==> src/rtl/debug_scan_ctrl.sv <==
// Avalon-MM debug register scanner: walks sel_out over [first..last] and captures dbg_data into a 32-entry buffer.
// Define DEBUG_SCAN_IRQ_EN to build the scan-complete interrupt (CTRL bit20 enable flop).
module debug_scan_ctrl (
    input  logic        clk,
    input  logic        reset_n,
    input  logic [2:0]  address,
    input  logic        chipselect,
    input  logic        write_n,
    input  logic        read_n,
    input  logic [31:0] writedata,
    output logic [31:0] readdata,
    input  logic [31:0] dbg_data,
    output logic [4:0]  sel_out,
    output logic        busy,
    output logic        irq
);

    typedef enum logic [1:0] {IDLE, SETTLE, CAPTURE} state_t;

    state_t      state, state_nxt;
    logic [4:0]  cur, cur_nxt;
    logic [3:0]  cnt, cnt_nxt;
    logic [4:0]  last_r;
    logic [3:0]  settle_r;
    logic        done, err;
    logic [4:0]  manual_sel;
    logic [4:0]  rd_index;
    logic [31:0] cap_buf [32];

    logic wr_en, rd_en, ctrl_wr, status_wr;
    logic abort_req, start_req, start_ok, start_bad, capture_last;
    logic unused_wdata;

    assign wr_en        = chipselect & ~write_n;
    assign rd_en        = chipselect & ~read_n;
    assign ctrl_wr      = wr_en & (address == 3'd0);
    assign status_wr    = wr_en & (address == 3'd1);
    assign abort_req    = ctrl_wr & writedata[1];
    assign start_req    = ctrl_wr & writedata[0] & ~writedata[1] & (state == IDLE);
    assign start_ok     = start_req & (writedata[9:5] <= writedata[14:10]);
    assign start_bad    = start_req & ~start_ok;
    assign capture_last = (state == CAPTURE) & (cur == last_r) & ~abort_req;
    assign unused_wdata = ^{writedata[31:20], writedata[15], writedata[4:2]};

    assign busy    = (state != IDLE);
    assign sel_out = busy ? cur : manual_sel;

    always_comb begin
        state_nxt = state;
        cur_nxt   = cur;
        cnt_nxt   = cnt;
        if (abort_req) begin
            state_nxt = IDLE;
        end else begin
            case (state)
                IDLE: begin
                    if (start_ok) begin
                        state_nxt = SETTLE;
                        cur_nxt   = writedata[9:5];
                        cnt_nxt   = writedata[19:16];
                    end
                end
                SETTLE: begin
                    if (cnt == 4'd0) begin
                        state_nxt = CAPTURE;
                    end else begin
                        cnt_nxt = cnt - 4'd1;
                    end
                end
                CAPTURE: begin
                    if (cur == last_r) begin
                        state_nxt = IDLE;
                    end else begin
                        state_nxt = SETTLE;
                        cur_nxt   = cur + 5'd1;
                        cnt_nxt   = settle_r;
                    end
                end
                default: state_nxt = IDLE;
            endcase
        end
    end

    always_ff @(posedge clk or negedge reset_n) begin
        if (!reset_n) begin
            state    <= IDLE;
            cur      <= 5'd0;
            cnt      <= 4'd0;
            last_r   <= 5'd0;
            settle_r <= 4'd0;
        end else begin
            state <= state_nxt;
            cur   <= cur_nxt;
            cnt   <= cnt_nxt;
            if (start_ok) begin
                last_r   <= writedata[14:10];
                settle_r <= writedata[19:16];
            end
        end
    end

    // Setting a status bit beats a same-cycle write-1-to-clear.
    always_ff @(posedge clk or negedge reset_n) begin
        if (!reset_n) begin
            done <= 1'b0;
            err  <= 1'b0;
        end else begin
            if (start_ok) begin
                done <= 1'b0;
            end else if (capture_last) begin
                done <= 1'b1;
            end else if (status_wr && writedata[1]) begin
                done <= 1'b0;
            end
            if (start_bad) begin
                err <= 1'b1;
            end else if (status_wr && writedata[2]) begin
                err <= 1'b0;
            end
        end
    end

    always_ff @(posedge clk or negedge reset_n) begin
        if (!reset_n) begin
            manual_sel <= 5'd0;
            rd_index   <= 5'd0;
        end else begin
            if (wr_en && address == 3'd2) begin
                manual_sel <= writedata[4:0];
            end
            if (wr_en && address == 3'd3) begin
                rd_index <= writedata[4:0];
            end else if (rd_en && address == 3'd4) begin
                rd_index <= rd_index + 5'd1;
            end
        end
    end

    always_ff @(posedge clk) begin
        if (state == CAPTURE && !abort_req) begin
            cap_buf[cur] <= dbg_data;
        end
    end

`ifdef DEBUG_SCAN_IRQ_EN
    logic irq_en;

    always_ff @(posedge clk or negedge reset_n) begin
        if (!reset_n) begin
            irq_en <= 1'b0;
        end else if (ctrl_wr && state == IDLE) begin
            irq_en <= writedata[20];
        end
    end

    assign irq = done & irq_en;
`else
    assign irq = 1'b0;
`endif

    always_comb begin
        readdata = 32'd0;
        case (address)
            3'd1:    readdata = {29'd0, err, done, busy};
            3'd2:    readdata = {27'd0, manual_sel};
            3'd3:    readdata = {27'd0, rd_index};
            3'd4:    readdata = cap_buf[rd_index];
            default: readdata = 32'd0;
        endcase
    end

endmodule

==> config.mk <==
export PLATFORM = sky130hd
export DESIGN_NAME = debug_scan_ctrl
export DESIGN_NICKNAME = d
export VERILOG_FILES = /design/src/rtl/debug_scan_ctrl.sv
export SDC_FILE = /design/constraint.sdc
export NUM_CORES = 1
export LEC_CHECK = 0
export BUFFER_PORTS_ARGS = -buffer_cell sky130_fd_sc_hd__clkbuf_2
export CAP_MARGIN = 20
export CORE_AREA = 2 2 325 327
export CTS_CLUSTER_DIAMETER = 30
export DETAILED_ROUTE_END_ITERATION = 7
export DIE_AREA = 0 0 327 329
export PLACE_DENSITY_LB_ADDON = 0.15
export SYNTH_ARGS = -nofsm -noshare
export SYNTH_HDL_FRONTEND = slang
export SYNTH_SLANG_ARGS = --single-unit
==> constraint.sdc <==
create_clock -name clk -period 4.05 [get_ports clk]
set_input_delay 0 -clock clk [delete_from_list [all_inputs] [get_ports clk]]
set_output_delay 0 -clock clk [all_outputs]
set_load 0.01 [all_outputs]
# Word level (Yosys, flattened, before mapping)
# Memories as Yosys holds them, arrays and structs flattened.
# Index checks and enable logic that the tools add are counted.
# word_totals
reg_bits	32
mem_bits_rw	1024
in_bits	72
output_inout_bits	39
wordCells	85
memories	1
# mem_list
memory	depth	width	rd	rd_clocked_by_memory_dff	wr	line_no	text
cap_buf	32	32	1	0	1	28	logic [31:0] cap_buf [32];
# op_classes
n_addsub	3
n_lt_le_gt_ge	1
eq_ne	12
muxes	23
n_bitwise	17
n_reduce_logical	19
# ops
operator	count
32-bit case mux with 4 select lines	1
5-bit 2-to-1 mux	5
1-bit AND	12
4-bit 2-to-1 mux	3
4-bit case mux with 3 select lines	1
5-bit by 1-bit adder with 5-bit output (second input constant)	2
5-bit case mux with 2 select lines	1
1-bit 2-to-1 mux	8
2-bit nonzero test	4
3-bit by 2-bit equality test with 1-bit output (second input constant)	2
1-bit logical AND	6
2-bit 2-to-1 mux	3
2-bit != test (second input constant)	3
3-bit != test (second input constant)	2
2-bit case mux with 3 select lines	1
3-bit nonzero test	2
5-bit equality test	1
5-bit less-or-equal comparator	1
1-bit NOT	5
5-bit AND reduction	1
4-bit zero test	1
4-bit AND reduction	1
4-bit by 1-bit subtractor with 4-bit output (second input constant)	1
3-bit by 1-bit equality test with 1-bit output (second input constant)	1
other kinds (7)	7

# Longest topological paths before layout
# logic_depth
ltp_word	10
depth_mapped	9
mapped_depth_nobuf	7

# Worst setup path after synthesis
# Ideal clock, no wire load.
# synth_path
path_type	register -> register
from	register state[0]
to	memory cap_buf[14][0] (enable)
arrival_ns	2.817
required_ns	3.629
path_slack_ns	0.812
stages_incl_launch_ff	7
n_path_buf	2
period_less_slack_ns	3.238
path_cell_list	dfrtp_1 -> inv_1 -> ha_1 -> clkbuf_1 -> clkbuf_1 -> nand3_1 -> nor2_1
# synth_between
elab_chain_cells	4
# synth_rtl
item	line_no	text
from (decl)	20	state_t state, state_nxt;
from (signal assigned)	92	state <= state_nxt;
2-bit equality test	140	if (state == CAPTURE && !abort_req) begin
1-bit logical AND	140	
1-bit 2-to-1 mux	140	
1-bit 2-to-1 mux (implied by the code)	141	cap_buf[cur] <= dbg_data;
to (decl)	28	
# Every way passes these cells.

# Worst setup path in the final report
# layout_path
from	register rd_index[0]
to	output port readdata[2]
# layout_between
elab_chain_cells	2
# layout_rtl
item	line_no	text
from (decl)	27	logic [4:0] rd_index;
from (signal assigned)	132	rd_index <= writedata[4:0];
from (signal assigned)	134	rd_index <= rd_index + 5'd1;
memory read 32 x 32 bit	-	
32-bit case mux with 4 select lines	163	case (address)
to (decl)	11	output logic [31:0] readdata,
# Every way passes these cells.

==> impl_metrics.py <==
metrics = {
    "run_status": {
        "status": "finished clean",
    },
    "detailed_routing": {
        "drc": 0,
        "drt_iter0_markers": 2101,
        "dr.pass1.iters": 7,
        "wl_microns": 102700,
        "vias_per_cell": 5.462,
        "num_vias": 20440,
        "post_drt_wl_per_cell_microns": 27.45,
        "detail-route-antenna-nets": 0,
    },
    "timing": {
        "period_share_pct": 91.96,
        "period_minus_slack_ps": 3724,
        "finalHoldViolations": 0,
        "fin_skew_ps": 14.48,
        "fmax_ghz": 0.2685,
        "slew_viol_final": 0,
        "slew-limit-headroom_pct": 27.77,
        "setup_violations": 0,
        "tightestPinTransition_ps": 1083,
        "tns_ps": 0,
        "rsz0062_at_grt": "no",
    },
    "global_route": {
        "grt_usage_pct": 19.35,
        "grt_max_degree": 60,
        "grt_pass1_vias": 21760,
        "grt_pass1_wl_microns": 148300,
        "antenna_found_initial": 1,
        "grt_overflow": 0,
    },
    "cells_and_area": {
        "diodes": 0,
        "multi_input_area_sq_um": 9250,
        "final_cell_area_sq_um": 51960,
        "fillers": 8312,
        "drive_gt1_share_pct": 37.50,
        "nets": 2266,
        "final-seq-area_sq_um": 31570,
        "syn_to_final_growth_pct": 25.99,
    },
    "floorplanning": {
        "io_pins": 111,
        "initial_utilization_pct": 39.51,
        "die_area_sq_um": 107600,
        "coreArea_sq_um": 104400,
        "die_h_microns": 329,
        "die_w_microns": 327,
        "row_count": 119,
    },
    "logic_synthesis": {
        "syn-cell-area_sq_um": 41240,
        "yosys_warnings": 0,
        "postSynthAreaPerCell_sq_um": 22.67,
        "synth_cell_types": 57,
        "ys_async_sr_fraction_pct": 3.030,
        "netlist_instances": 1819,
        "ys_ff_latch": 1056,
        "synth_fp_nets": 1908,
        "synth_flop_cell": "edfxtp_1",
        "synthTopCellsByArea": "edfxtp_1, mux4_2, dfrtp_1",
        "synth_top_cell_by_area": "edfxtp_1",
        "synth.top_cell.area_share_pct": 74.56,
        "synth_edf_count": 1024,
        "yosysSeqAreaShare_pct": 76.50,
    },
    "clock_tree": {
        "htree_levels": 4,
        "cts_tree": "built",
        "numCtsBuffers": 200,
        "ctsResizeCount": 0,
        "cts_sinks": 1056,
        "cts.clk_slew.worst_paths_ps": 50,
        "cts_max_path_buffers": 3,
        "cts_root_buf": "clkbuf_16",
        "insertion_delay_ps": 770,
    },
    "setup_path": {
        "critPathKind": "register to output port",
        "cp_slowest_cell": "dfrtp_4",
        "critPathMaxFanout": 24,
        "required_ps": 4050,
        "slowest_delay_ps": 740,
        "arrival_ps": 3720,
        "start_kind": "register",
        "critPathCaptureType": "output port",
        "path_cells": "buf_12 -> buf_4 -> mux4_2 -> mux2i_1 -> o22ai_1 -> nor2_1 -> o21ai_0 -> clkbuf_2",
        "reg2reg_depth": 7,
    },
    "worst_hold_path": {
        "hold_depth": 4,
        "hp-class": "primary input to register",
    },
    "place": {
        "globalplace.congestion": 0.7630,
        "dpl.hpwl_microns": 52890,
        "place_area_sq_um": 44160,
        "port_buffers": 96,
    },
    "pwr": {
        "leakage_nw": 17.27,
        "vdd_ir_drop_max_uv": 423.9,
        "power_density_nw_per_um2": 711.1,
    },
    "run": {
        "maxCapViolCount": 0,
    },
}
-- final cells by class --
class                   count  share of cell area [%]
multi-input cells         594                   17.80
clock buffers             223                   9.799
well taps                1391                   3.350
clock inverters           154                   3.646
repair buffers            248                   4.094
flip-flops and latches   1056                   60.75
inverters                  77                  0.5563
-- where the power goes --
part / switching, mW / internal [mW]
registers: 0.559 / 12.4
clock network: 5.59 / 11.3
logic: 3.35 / 3.77
-- timing repair --
| action | 4_1_cts | 5_1_grt |
|---|---|---|
| endpoints found under the setup margin | 0 | 1 |
| setup buffers | 0 | 1 |
| endpoints found under the hold margin | 1088 | 0 |
| hold buffers | 78 | 0 |
-- worst max-delay path: cells and delay by family (launching register included) --
family,cells,cell delay [ps]
AOI/OAI and AO/OA,2,530
buffers and inverters,3,780
DFF,1,740
muxes,2,760
and+or+nand+nor,1,120
-- final timing paths --
check | start | endpoint | slack, ps
worst max-delay path | rd_index[0] | readdata[2] | 330
worst min-delay path | writedata[3] | rd_index[3] | 80
worst max register to register | state[1] | settle_r[1] | 930
worst min register to register | err | err | 530
max in group asynchronous | reset_n | cnt[0] | 3540
min in group asynchronous | reset_n | rd_index[2] | 290
-- state kept, by name, summed over array words and instances (netlist names) --
signal and count:
cap_buf 1024, cnt 4, cur 5, done 1
err 1, last_r 5, manual_sel 5, rd_index 5
settle_r 4, state 2
-- cells in the mapped netlist, drive strengths merged, types with 4 or more instances --
cell,n
buf,35
dfrtp,32
nand4,6
clkbuf,57
ha,17
nand2,17
a21oi,14
nor2,49
nand3,19
a22oi,6
o22ai,30
nor3,10
xor2,5
o21ai,17
mux4,315
inv,77
mux2,19
xnor2,6
nand3b,4
mux2i,16
edfxtp,1024
-- metal layers --
metal  GRT usage (%)  share of wire [%]  vias up
met5               0                  0        -
met4           6.223                2.1        0
met3           3.439                5.6      173
met2           30.59                 48      673
met1           27.50                 44    11110
li1                -                  -     8487
-- cell usage in the layout (no fill, tap or decap), types with 10 or more instances in the layout --
cell | synthesis | final
inv_6 | 0 | 17
nor2_4 | 0 | 32
dfrtp_1 | 32 | 28
clkbuf_1 | 57 | 23
mux4_2 | 315 | 315
nand3_1 | 19 | 18
nor3_1 | 10 | 10
nand2_1 | 17 | 17
edfxtp_1 | 1024 | 1024
nor2_1 | 49 | 17
clkinv_4 | 0 | 12
clkbuf_2 | 0 | 96
ha_1 | 17 | 17
inv_1 | 77 | 77
mux2i_1 | 16 | 16
o21ai_0 | 17 | 17
buf_4 | 4 | 50
a21oi_1 | 12 | 12
clkinv_2 | 0 | 38
o22ai_1 | 30 | 30
clkbuf_16 | 0 | 200
mux2_2 | 19 | 19
bufinv_16 | 0 | 35
clkinvlp_4 | 0 | 27
clkinv_1 | 0 | 19
buf_12 | 0 | 25
dlygate4sd3_1 | 0 | 77
-- cells by family after synthesis --
logic type,synth area share (%)
AOI/OAI and AO/OA,1.429
xor gates and xnor gates,0.2336
adders and majority gates,0.5158
buffers and inverters,1.660
DFF,76.50
muxes,18.11
other,0.009093
and+or+nand+nor,1.538
-- metrics by stage --
stage	setup WS [ps]	total power, mW	hold slack, ps	utilization (%)	cells
after floorplan	811.7	18.01	-295.6	-	1819
after global placement	923.9	20.17	137.6	42.31	3287
after detailed placement	942.5	20.27	149.2	42.31	3287
after CTS	120.4	37.32	30.95	49.76	3742
after global routing	111.8	38.34	83.48	49.78	3743
final	325.7	36.95	77.21	49.78	3743
(Power assumes the default switching activity.)
